==> src/rtl/multicycle_cpu_if.sv <==
// Instruction-memory fetch channel: req/addr from the core, ack/rdata from program memory.
interface multicycle_cpu_if #(
    parameter int PC_W = 8
);
    logic            imem_req;
    logic [PC_W-1:0] imem_addr;
    logic            imem_ack;
    logic [31:0]     imem_rdata;

    modport master (output imem_req, output imem_addr, input imem_ack, input imem_rdata);
    modport slave  (input imem_req, input imem_addr, output imem_ack, output imem_rdata);
endinterface

==> src/rtl/multicycle_cpu.sv <==
// Multi-cycle CPU core: fetch/decode/execute/writeback FSM, register file, ALU and PC logic.
//
//  state      | meaning
//  -----------+-----------------------------------------------------------
//  FETCH      | imem_req high, wait for imem_ack, latch IR
//  DECODE     | read rs/rt into operand registers A/B
//  EXECUTE    | ALU op or branch compare; register alu_result and flags
//  WRITEBACK  | register write, pc update, instr_done pulse
//  HALT       | terminal; no fetch, pc frozen until reset
module multicycle_cpu #(
    parameter int DATA_W   = 32,
    parameter int NUM_REGS = 32,
    parameter int PC_W     = 8,
    parameter int RESET_PC = 0
) (
    input  logic                 clk,
    input  logic                 reset,
    multicycle_cpu_if.master     imem,
    output logic [PC_W-1:0]      pc,
    output logic [DATA_W-1:0]    alu_result,
    output logic                 NegativeFlag,
    output logic                 ZeroFlag,
    output logic                 instr_done,
    output logic                 halted
);
    localparam int RIDX_W = (NUM_REGS > 1) ? $clog2(NUM_REGS) : 1;
    localparam int SH_W   = $clog2(DATA_W);
    localparam logic [PC_W-1:0] RST_PC = PC_W'(RESET_PC);

    localparam logic [2:0] S_FETCH     = 3'd0;
    localparam logic [2:0] S_DECODE    = 3'd1;
    localparam logic [2:0] S_EXECUTE   = 3'd2;
    localparam logic [2:0] S_WRITEBACK = 3'd3;
    localparam logic [2:0] S_HALT      = 3'd4;

    localparam logic [3:0] OP_ADD  = 4'd0;
    localparam logic [3:0] OP_SUB  = 4'd1;
    localparam logic [3:0] OP_AND  = 4'd2;
    localparam logic [3:0] OP_OR   = 4'd3;
    localparam logic [3:0] OP_XOR  = 4'd4;
    localparam logic [3:0] OP_SLT  = 4'd5;
    localparam logic [3:0] OP_SLL  = 4'd6;
    localparam logic [3:0] OP_SRL  = 4'd7;
    localparam logic [3:0] OP_ADDI = 4'd8;
    localparam logic [3:0] OP_BEQ  = 4'd9;
    localparam logic [3:0] OP_BNE  = 4'd10;
    localparam logic [3:0] OP_J    = 4'd11;
    localparam logic [3:0] OP_HALT = 4'd15;

    logic [2:0]        state;
    logic              started;
    logic [31:0]       ir;
    logic [DATA_W-1:0] opa;
    logic [DATA_W-1:0] opb;
    logic              take_br;
    logic [DATA_W-1:0] rf [NUM_REGS];

    logic              fetch_req;
    logic [3:0]        op;
    logic [RIDX_W-1:0] rs_idx;
    logic [RIDX_W-1:0] rt_idx;
    logic [RIDX_W-1:0] rd_idx;
    logic [RIDX_W-1:0] dest_idx;
    logic [31:0]       imm32;
    logic [31:0]       br_off32;
    logic [31:0]       jt32;
    logic [DATA_W-1:0] imm_d;
    logic [DATA_W-1:0] alu_out;
    logic              is_alu;
    logic [PC_W-1:0]   pc_inc;
    logic [PC_W-1:0]   pc_next;
    logic              unused_bits;

    assign op       = ir[31:28];
    assign rs_idx   = ir[21 +: RIDX_W];
    assign rt_idx   = ir[16 +: RIDX_W];
    assign rd_idx   = ir[11 +: RIDX_W];
    assign dest_idx = (op == OP_ADDI) ? rt_idx : rd_idx;
    assign imm32    = {{16{ir[15]}}, ir[15:0]};
    assign br_off32 = imm32 << 2;
    assign jt32     = {4'b0000, ir[25:0], 2'b00};
    assign imm_d    = imm32[DATA_W-1:0];
    assign is_alu   = (op <= OP_ADDI);

    // started holds off imem_req until the first clock after reset release
    assign fetch_req      = started && (state == S_FETCH);
    assign imem.imem_req  = fetch_req;
    assign imem.imem_addr = pc;

    assign unused_bits = ^{ir, br_off32, jt32, imm32, opb};

    always_comb begin
        alu_out = '0;
        case (op)
            OP_ADD:  alu_out = opa + opb;
            OP_SUB:  alu_out = opa - opb;
            OP_AND:  alu_out = opa & opb;
            OP_OR:   alu_out = opa | opb;
            OP_XOR:  alu_out = opa ^ opb;
            OP_SLT:  alu_out = {{(DATA_W-1){1'b0}}, ($signed(opa) < $signed(opb))};
            OP_SLL:  alu_out = opa << opb[SH_W-1:0];
            OP_SRL:  alu_out = opa >> opb[SH_W-1:0];
            OP_ADDI: alu_out = opa + imm_d;
            default: alu_out = '0;
        endcase
    end

    always_comb begin
        pc_inc  = pc + PC_W'(4);
        pc_next = pc_inc;
        case (op)
            OP_BEQ, OP_BNE: pc_next = take_br ? (pc_inc + br_off32[PC_W-1:0]) : pc_inc;
            OP_J:           pc_next = jt32[PC_W-1:0];
            default:        pc_next = pc_inc;
        endcase
    end

    always_ff @(posedge clk or negedge reset) begin
        if (!reset) begin
            state        <= S_FETCH;
            started      <= 1'b0;
            pc           <= RST_PC;
            ir           <= '0;
            opa          <= '0;
            opb          <= '0;
            take_br      <= 1'b0;
            alu_result   <= '0;
            NegativeFlag <= 1'b0;
            ZeroFlag     <= 1'b0;
            instr_done   <= 1'b0;
            halted       <= 1'b0;
            for (int i = 0; i < NUM_REGS; i++) rf[i] <= '0;
        end else begin
            started    <= 1'b1;
            instr_done <= 1'b0;
            case (state)
                S_FETCH: begin
                    if (fetch_req && imem.imem_ack) begin
                        ir    <= imem.imem_rdata;
                        state <= S_DECODE;
                    end
                end
                S_DECODE: begin
                    opa   <= (rs_idx == '0) ? '0 : rf[rs_idx];
                    opb   <= (rt_idx == '0) ? '0 : rf[rt_idx];
                    state <= S_EXECUTE;
                end
                S_EXECUTE: begin
                    take_br <= (op == OP_BEQ) ? (opa == opb) : (opa != opb);
                    if (is_alu) begin
                        alu_result   <= alu_out;
                        NegativeFlag <= alu_out[DATA_W-1];
                        ZeroFlag     <= (alu_out == '0);
                    end
                    instr_done <= 1'b1;
                    if (op == OP_HALT) begin
                        halted <= 1'b1;
                        state  <= S_HALT;
                    end else begin
                        state <= S_WRITEBACK;
                    end
                end
                S_WRITEBACK: begin
                    if (is_alu && (dest_idx != '0)) rf[dest_idx] <= alu_result;
                    pc    <= pc_next;
                    state <= S_FETCH;
                end
                S_HALT:  state <= S_HALT;
                default: state <= S_FETCH;
            endcase
        end
    end
endmodule

==> src/flat_wrapper.sv <==
// flat-port wrapper written by rule: the top's interface ports become plain ports
module multicycle_cpu_flat 
#(
    parameter int DATA_W   = 32,
    parameter int NUM_REGS = 32,
    parameter int PC_W     = 8,
    parameter int RESET_PC = 0
)
  (clk, reset, pc, alu_result, NegativeFlag, ZeroFlag, instr_done, halted, imem_imem_req, imem_imem_addr, imem_imem_ack, imem_imem_rdata);
  multicycle_cpu_if #(.PC_W(PC_W)) imem_i ();
  input  logic clk;
  input  logic reset;
  output logic [PC_W-1:0] pc;
  output logic [DATA_W-1:0] alu_result;
  output logic NegativeFlag;
  output logic ZeroFlag;
  output logic instr_done;
  output logic halted;
  output wire logic [$bits(imem_i.imem_req)-1:0] imem_imem_req;
  output wire logic [$bits(imem_i.imem_addr)-1:0] imem_imem_addr;
  input wire logic [$bits(imem_i.imem_ack)-1:0] imem_imem_ack;
  input wire logic [$bits(imem_i.imem_rdata)-1:0] imem_imem_rdata;
  assign imem_imem_req = imem_i.imem_req;
  assign imem_imem_addr = imem_i.imem_addr;
  assign imem_i.imem_ack = imem_imem_ack;
  assign imem_i.imem_rdata = imem_imem_rdata;
  multicycle_cpu #(.DATA_W(DATA_W), .NUM_REGS(NUM_REGS), .PC_W(PC_W), .RESET_PC(RESET_PC)) u_core (.clk(clk), .reset(reset), .imem(imem_i), .pc(pc), .alu_result(alu_result), .NegativeFlag(NegativeFlag), .ZeroFlag(ZeroFlag), .instr_done(instr_done), .halted(halted));
endmodule
==> config.mk <==
export PLATFORM = sky130hd
export DESIGN_NAME = multicycle_cpu_flat
export DESIGN_NICKNAME = d
export VERILOG_FILES = /design/src/rtl/multicycle_cpu_if.sv /design/src/rtl/multicycle_cpu.sv /design/src/flat_wrapper.sv
export SDC_FILE = /design/constraint.sdc
export NUM_CORES = 2
export LEC_CHECK = 0
export CORE_MARGIN = 1
export CORE_UTILIZATION = 40
export CTS_BUF_LIST = sky130_fd_sc_hd__clkbuf_4 sky130_fd_sc_hd__clkbuf_8
export DETAILED_ROUTE_END_ITERATION = 10
export SYNTH_ARGS = -nofsm -noshare
export SYNTH_HDL_FRONTEND = slang
export SYNTH_SLANG_ARGS = --single-unit
==> constraint.sdc <==
create_clock -name clk -period 7.85 [get_ports clk]
set_clock_uncertainty 0.15 [all_clocks]
set_input_delay 1.57 -clock clk [delete_from_list [all_inputs] [get_ports clk]]
set_output_delay 1.57 -clock clk [all_outputs]
set_load 0.01 [all_outputs]
# After elaboration in Yosys (flattened, before gate mapping)

Cells that the tools add are included.

Add/subtract/negate cells: 5
$mul: 0
Div/mod/pow operators: 0
Order comparisons: 6
Eq/ne operators: 19
Shift operators: 2
Multiplexer cells: 20
Bitwise logic cells: 6
Reduce and logical (&&, ||, !) cells: 15

Operators by type and width:

| operator            | count |
|---|---|
| $bwmux 1024         | 1 |
| $bmux 32 s5         | 2 |
| $pmux 32 s9         | 1 |
| $mux 32             | 7 |
| $demux 32 s5        | 1 |
| $add 32x32->32      | 2 |
| $and 32x32->32      | 1 |
| $eq 32x32->1        | 1 |
| $logic_not 32->1    | 1 |
| $lt 32x32->1        | 1 |
| $ne 32x32->1        | 1 |
| $or 32x32->32       | 1 |
| $shl 32x5->32       | 1 |
| $shr 32x5->32       | 1 |
| $sub 32x32->32      | 1 |
| $xor 32x32->32      | 1 |
| $eq 4x4->1 const B  | 5 |
| $ge 6x6->1 const B  | 3 |
| $not 5->6           | 3 |
| $eq 4x3->1 const B  | 4 |
| $pmux 8 s2          | 1 |
| $pmux 3 s4          | 1 |
| $logic_not 5->1     | 2 |
| $add 8x3->8 const B | 1 |
| other kinds (19)    | 29 |

Flip-flop bits (word level): 1169
Latch bits: 0
Memory bits (writable): 0
Memory bits (read-only): 0
Bits of input ports: 35
Output and inout bits: 53
Word-level logic and storage cells: 117
Memories: 0

# Depth between registers and ports, before layout

Depth in word-level cells: 8
Mapped depth: 19
Depth with buffers taken out: 17

# Worst setup path after synthesis

Ideal clock, no wire load.

Path type: reg-to-reg
Start point: register u_core.ir[30]
End point: register u_core.ZeroFlag
Setup time: 104 ps
Data arrival time: 4723 ps
Data required time: 7596 ps
Path slack: 2873 ps
Stages on the path, launching flop included: 19
Buffers on the path: 3
Clock period less this slack: 4977 ps
Path through: dfrtp_1 -> nand2b_1 -> nor3_1 -> clkbuf_1 -> clkbuf_1 -> clkbuf_1 -> o21ai_0 -> ha_1 -> fa_1 -> a211oi_1 -> o211ai_1 -> a21oi_1 -> xnor2_1 -> a221o_1 -> or3_1 -> or4_1 -> nor4_2 -> nand4_1 -> o41ai_2

Word-level cells in the longest chain between the ends: 3
Elaborated cells between the ends (all ways): 13
Those cells by class: 1 x order compare; 8 x eq/ne; 1 x mux; 3 x reduce/logical

Ends and longest elaborated chain:

| what                               | RTL line              | source |
|---|---|---|
| start: declaration                 | multicycle_cpu.sv:52  | `logic [31:0] ir;` |
| start signal: assignment           | multicycle_cpu.sv:139 | `ir <= imem.imem_rdata;` |
| $eq 4x4->1 (tied with other cells) | multicycle_cpu.sv:94  | `case (op)` |
| $pmux 32 s9                        | multicycle_cpu.sv:94  |  |
| $logic_not 32->1                   | multicycle_cpu.sv:153 | `ZeroFlag <= (alu_out == '0);` |
| end signal: assignment             | multicycle_cpu.sv:153 |  |
| end: declaration                   | multicycle_cpu.sv:22  | `output logic ZeroFlag,` |

Several ways; a longest one is shown, not always the timed one.
A chain may end at the register's enable or synchronous reset.

# Worst setup path after layout

Start point: register u_core.opb[0]
End point: register u_core.ZeroFlag

Word-level cells in the longest chain between the ends: 3
Elaborated cells between the ends (all ways): 10
Those cells by class: 2 x add/sub; 1 x order compare; 2 x shift; 1 x mux; 3 x bitwise; 1 x reduce/logical

Ends and longest elaborated chain:

| what                                   | RTL line              | source |
|---|---|---|
| start: declaration                     | multicycle_cpu.sv:54  | `logic [DATA_W-1:0] opb;` |
| start signal: assignment               | multicycle_cpu.sv:145 | `opb <= (rt_idx == '0) ? '0 : rf[rt_idx];` |
| $sub 32x32->32 (tied with other cells) | multicycle_cpu.sv:96  | `OP_SUB: alu_out = opa - opb;` |
| $pmux 32 s9 *                          | multicycle_cpu.sv:94  |  |
| $logic_not 32->1 *                     | multicycle_cpu.sv:153 |  |

Mark *: on every way between the ends. The rest lies on a longest branch, timed or not.

==> impl_metrics.ini <==
[synth]
netlist_area_mm2 = 0.07026
synth_enable_flop_cells = 0
yosysTopAreaCellShare = 0.4146
synth_top_area_cell = dfrtp_1
synth_area_per_cell_um2 = 12.27
synth_cell_types = 85
ys_top_cells_by_area = dfrtp_1, mux2_2, mux4_2
ys_warn_count = 0
ys_ff_latch = 1164
async_reset_ff_frac = 1.000
synth_cells = 5726
synth_flop_cell = dfrtp_1
ys_seq_area_frac = 0.4146

[cells_and_area]
nets = 5785
layout.cells.non_filler = 8095
drive_gt1_frac = 0.3859
mostFrequentLayoutCell = mux2_2
final_area_mm2 = 0.07798
layout_common_cells = mux2_2, dfrtp_1, mux4_2
area_delta_synth_final_pct = 10.99

[pwr]
power_density_mw_per_mm2 = 364.1
irDropWorstVdd_mv = 0.3715
p_leak_nw = 34.51

[critical_path]
reg2reg_slack_ns = 1.97
r2r_start = u_core.opb[0]$_DFFE_PN0P_
cp_max_fo = 51
end_kind = flip-flop
critical_path_buf_inv_count = 1
path_cells = inv_1 -> ha_1 -> mux2i_1 -> o221a_2 -> o22ai_1 -> a211o_1 -> a221o_1 -> or3_1 -> or4_1 -> nor4_2 -> nand4_1 -> o41ai_2
required_ns = 8.52
start_kind = flip-flop
crit_arrival_ns = 6.55
critPathSlowestCell = dfrtp_4
crit-reg2reg-capture = u_core.ZeroFlag$_DFFE_PN0P_
criticalPathCategory = flip-flop to flip-flop
cp_slowest_stage_delay_ns = 0.82
cp-startpoint = u_core.opb[0]$_DFFE_PN0P_
reg2reg_depth = 12
critPathTopFamily = compound AO/OA/AOI/OAI gates

[global_routing]
grt_usage = 0.2831
gr-total-overflow = 0
antenna_found_initial = 10
grt_max_degree = 161
grt_pass1_vias = 51790
grt_pass1_wl_um = 371000

[clock_tree]
h-tree-depth = 4
clkTransAtPathRegs_ns = 0.06
ctsResizeCount = 0
cts_tree = yes
postCtsSetupBuffers = 0
clockRootBuffer = clkbuf_8
clk_path_buf_depth = 3
clock_sinks = 1164
hold_buffers = 0
clk_latency_ns = 0.94
numCtsBuffers = 201

[die]
dieArea_mm2 = 0.1773
start_util = 0.4033
num_rows = 153
core_area_mm2 = 0.1742
die_h_um = 421.1
die_w_um = 421.1
pin_count = 88

[drt]
vias = 51810
drtIter0Drc = 5449
drc_errors = 0
avgViaCountPerCell = 6.400
drt_wl_total_um = 253900
wl_per_cell_um = 31.37
postRouteAntennaNets = 0
firstDrtPassIters = 6

[sta]
whs_ns = 0.2492
rsz0062_at_grt = false
fmax_ghz = 0.1702
hold_viol = 0
finalCritPeriodShare = 0.7485
period_needed_ns = 5.876
setup_violations = 0
max_slew_margin = 0.1877
setup_slack_ns = 1.974
drv_slew = 0
finalSetupTns_ns = 0
tightest_slew_ns = 1.219

[min_path]
hold-path-cell-count = 0
hp-start = u_core.rf[1002]$_DFFE_PN0P_
hp-class = flip-flop to flip-flop
whs_endpoint = u_core.rf[1002]$_DFFE_PN0P_

[placed_design]
dpl_worst_slack_ns = 2.102
port_buffers = 81
hpwl_um = 162100
place.gp.congestion = 0.9576
placedCellCount = 7728
dpl-instance-area_mm2 = 0.07362

[status]
status = finished clean

[run]
drv_cap = 0
## metal layers
layer  global-route usage  vias to the layer above  part of all wire
met5                    0                        -           0.00016
met4               0.1192                        6             0.045
met3              0.05848                      531             0.079
met2               0.4315                     2371              0.45
met1               0.3917                    27320              0.42
li1                     -                    21580                 -
## power by group
group	leakage [nW]	switching (W)	internal [W]
Sequential	16.1	0.00150	0.00713
Clock	2.32	0.00266	0.00335
Combinational	16.1	0.00852	0.00524
Total	34.5	0.0127	0.0157
## how the worst max path moves through the flow
stage	to	slack, ns	cells after the start
after floorplan	u_core.ZeroFlag$_DFFE_PN0P_	2.87	18
after global routing	u_core.ZeroFlag$_DFFE_PN0P_	1.71	14
final	u_core.ZeroFlag$_DFFE_PN0P_	1.97	12
after CTS	u_core.ZeroFlag$_DFFE_PN0P_	2.03	14
after detailed placement	u_core.ZeroFlag$_DFFE_PN0P_	2.10	14
after global placement	u_core.ZeroFlag$_DFFE_PN0P_	2.12	14
## cell usage after synthesis (9+ instances only)
cell	count
mux2_2	1175
dfrtp_1	1164
clkbuf_1	468
mux4_2	447
a21oi_1	297
mux2i_1	271
nand2_1	205
o21ai_0	204
nor2_1	192
o22ai_1	173
ha_1	141
inv_1	117
nor3_1	88
buf_1	74
o221ai_1	73
nor2b_1	48
nand3_1	44
xnor2_1	33
nand2b_1	31
a211oi_1	30
o32ai_1	29
a31oi_1	23
nor4_1	23
o211ai_1	22
a221oi_1	20
a22oi_1	20
nand4_1	19
o31ai_1	19
a21o_1	17
buf_2	17
o21ai_1	15
or3_1	13
xor2_1	13
and3_1	12
buf_4	12
o21bai_1	11
nor3b_1	9
or2_2	9
or4_1	9
## state kept, by name, summed over array words and instances (netlist names)
| signal | count |
|---|---|
| u_core.take_br | 1 |
| u_core.imem.imem_addr | 6 |
| u_core.instr_done | 1 |
| u_core.rf | 1024 |
| u_core.halted | 1 |
| u_core.started | 1 |
| u_core.ir | 30 |
| u_core.opa | 32 |
| u_core.alu_result | 31 |
| u_core.ZeroFlag | 1 |
| u_core.state | 3 |
| u_core.NegativeFlag | 1 |
| u_core.opb | 32 |
## logic make-up (layout without fill, tap and decap cells)
| family | count (synthesis) | after routing | share of synthesized area |
|---|---|---|---|
| flops | 1164 | 1164 | 0.4146 |
| simple gates | 735 | 735 | 0.05022 |
| compound gates | 1041 | 1041 | 0.09341 |
| fa+ha+maj | 145 | 145 | 0.02611 |
| other cells | 2 | 10 | 0.0001069 |
| xor+xnor | 46 | 46 | 0.005734 |
| buf+inv | 691 | 727 | 0.03807 |
| mux | 1902 | 1902 | 0.3718 |
## cell type report
cell class / instances / area, um2
antenna: 5 / 12.51
clock buffer: 313 / 3882
clock inverter: 49 / 464.2
fill: 16000 / 96220
inverter: 118 / 442.9
multi-input combinational: 3874 / 38750
sequential: 1164 / 29170
tap: 2325 / 2909
timing repair buffer: 247 / 2350
## through the flow
step,utilization,total power [W]
6_report,0.4476,0.02839
5_1_grt,0.4476,0.02963
4_1_cts,0.4476,0.02823
3_5_place_dp,0.4226,0.02216
3_3_place_gp,0.4226,0.02204
2_1_floorplan,-,0.01703
No activity file was read; power rests on OpenSTA's default activity.
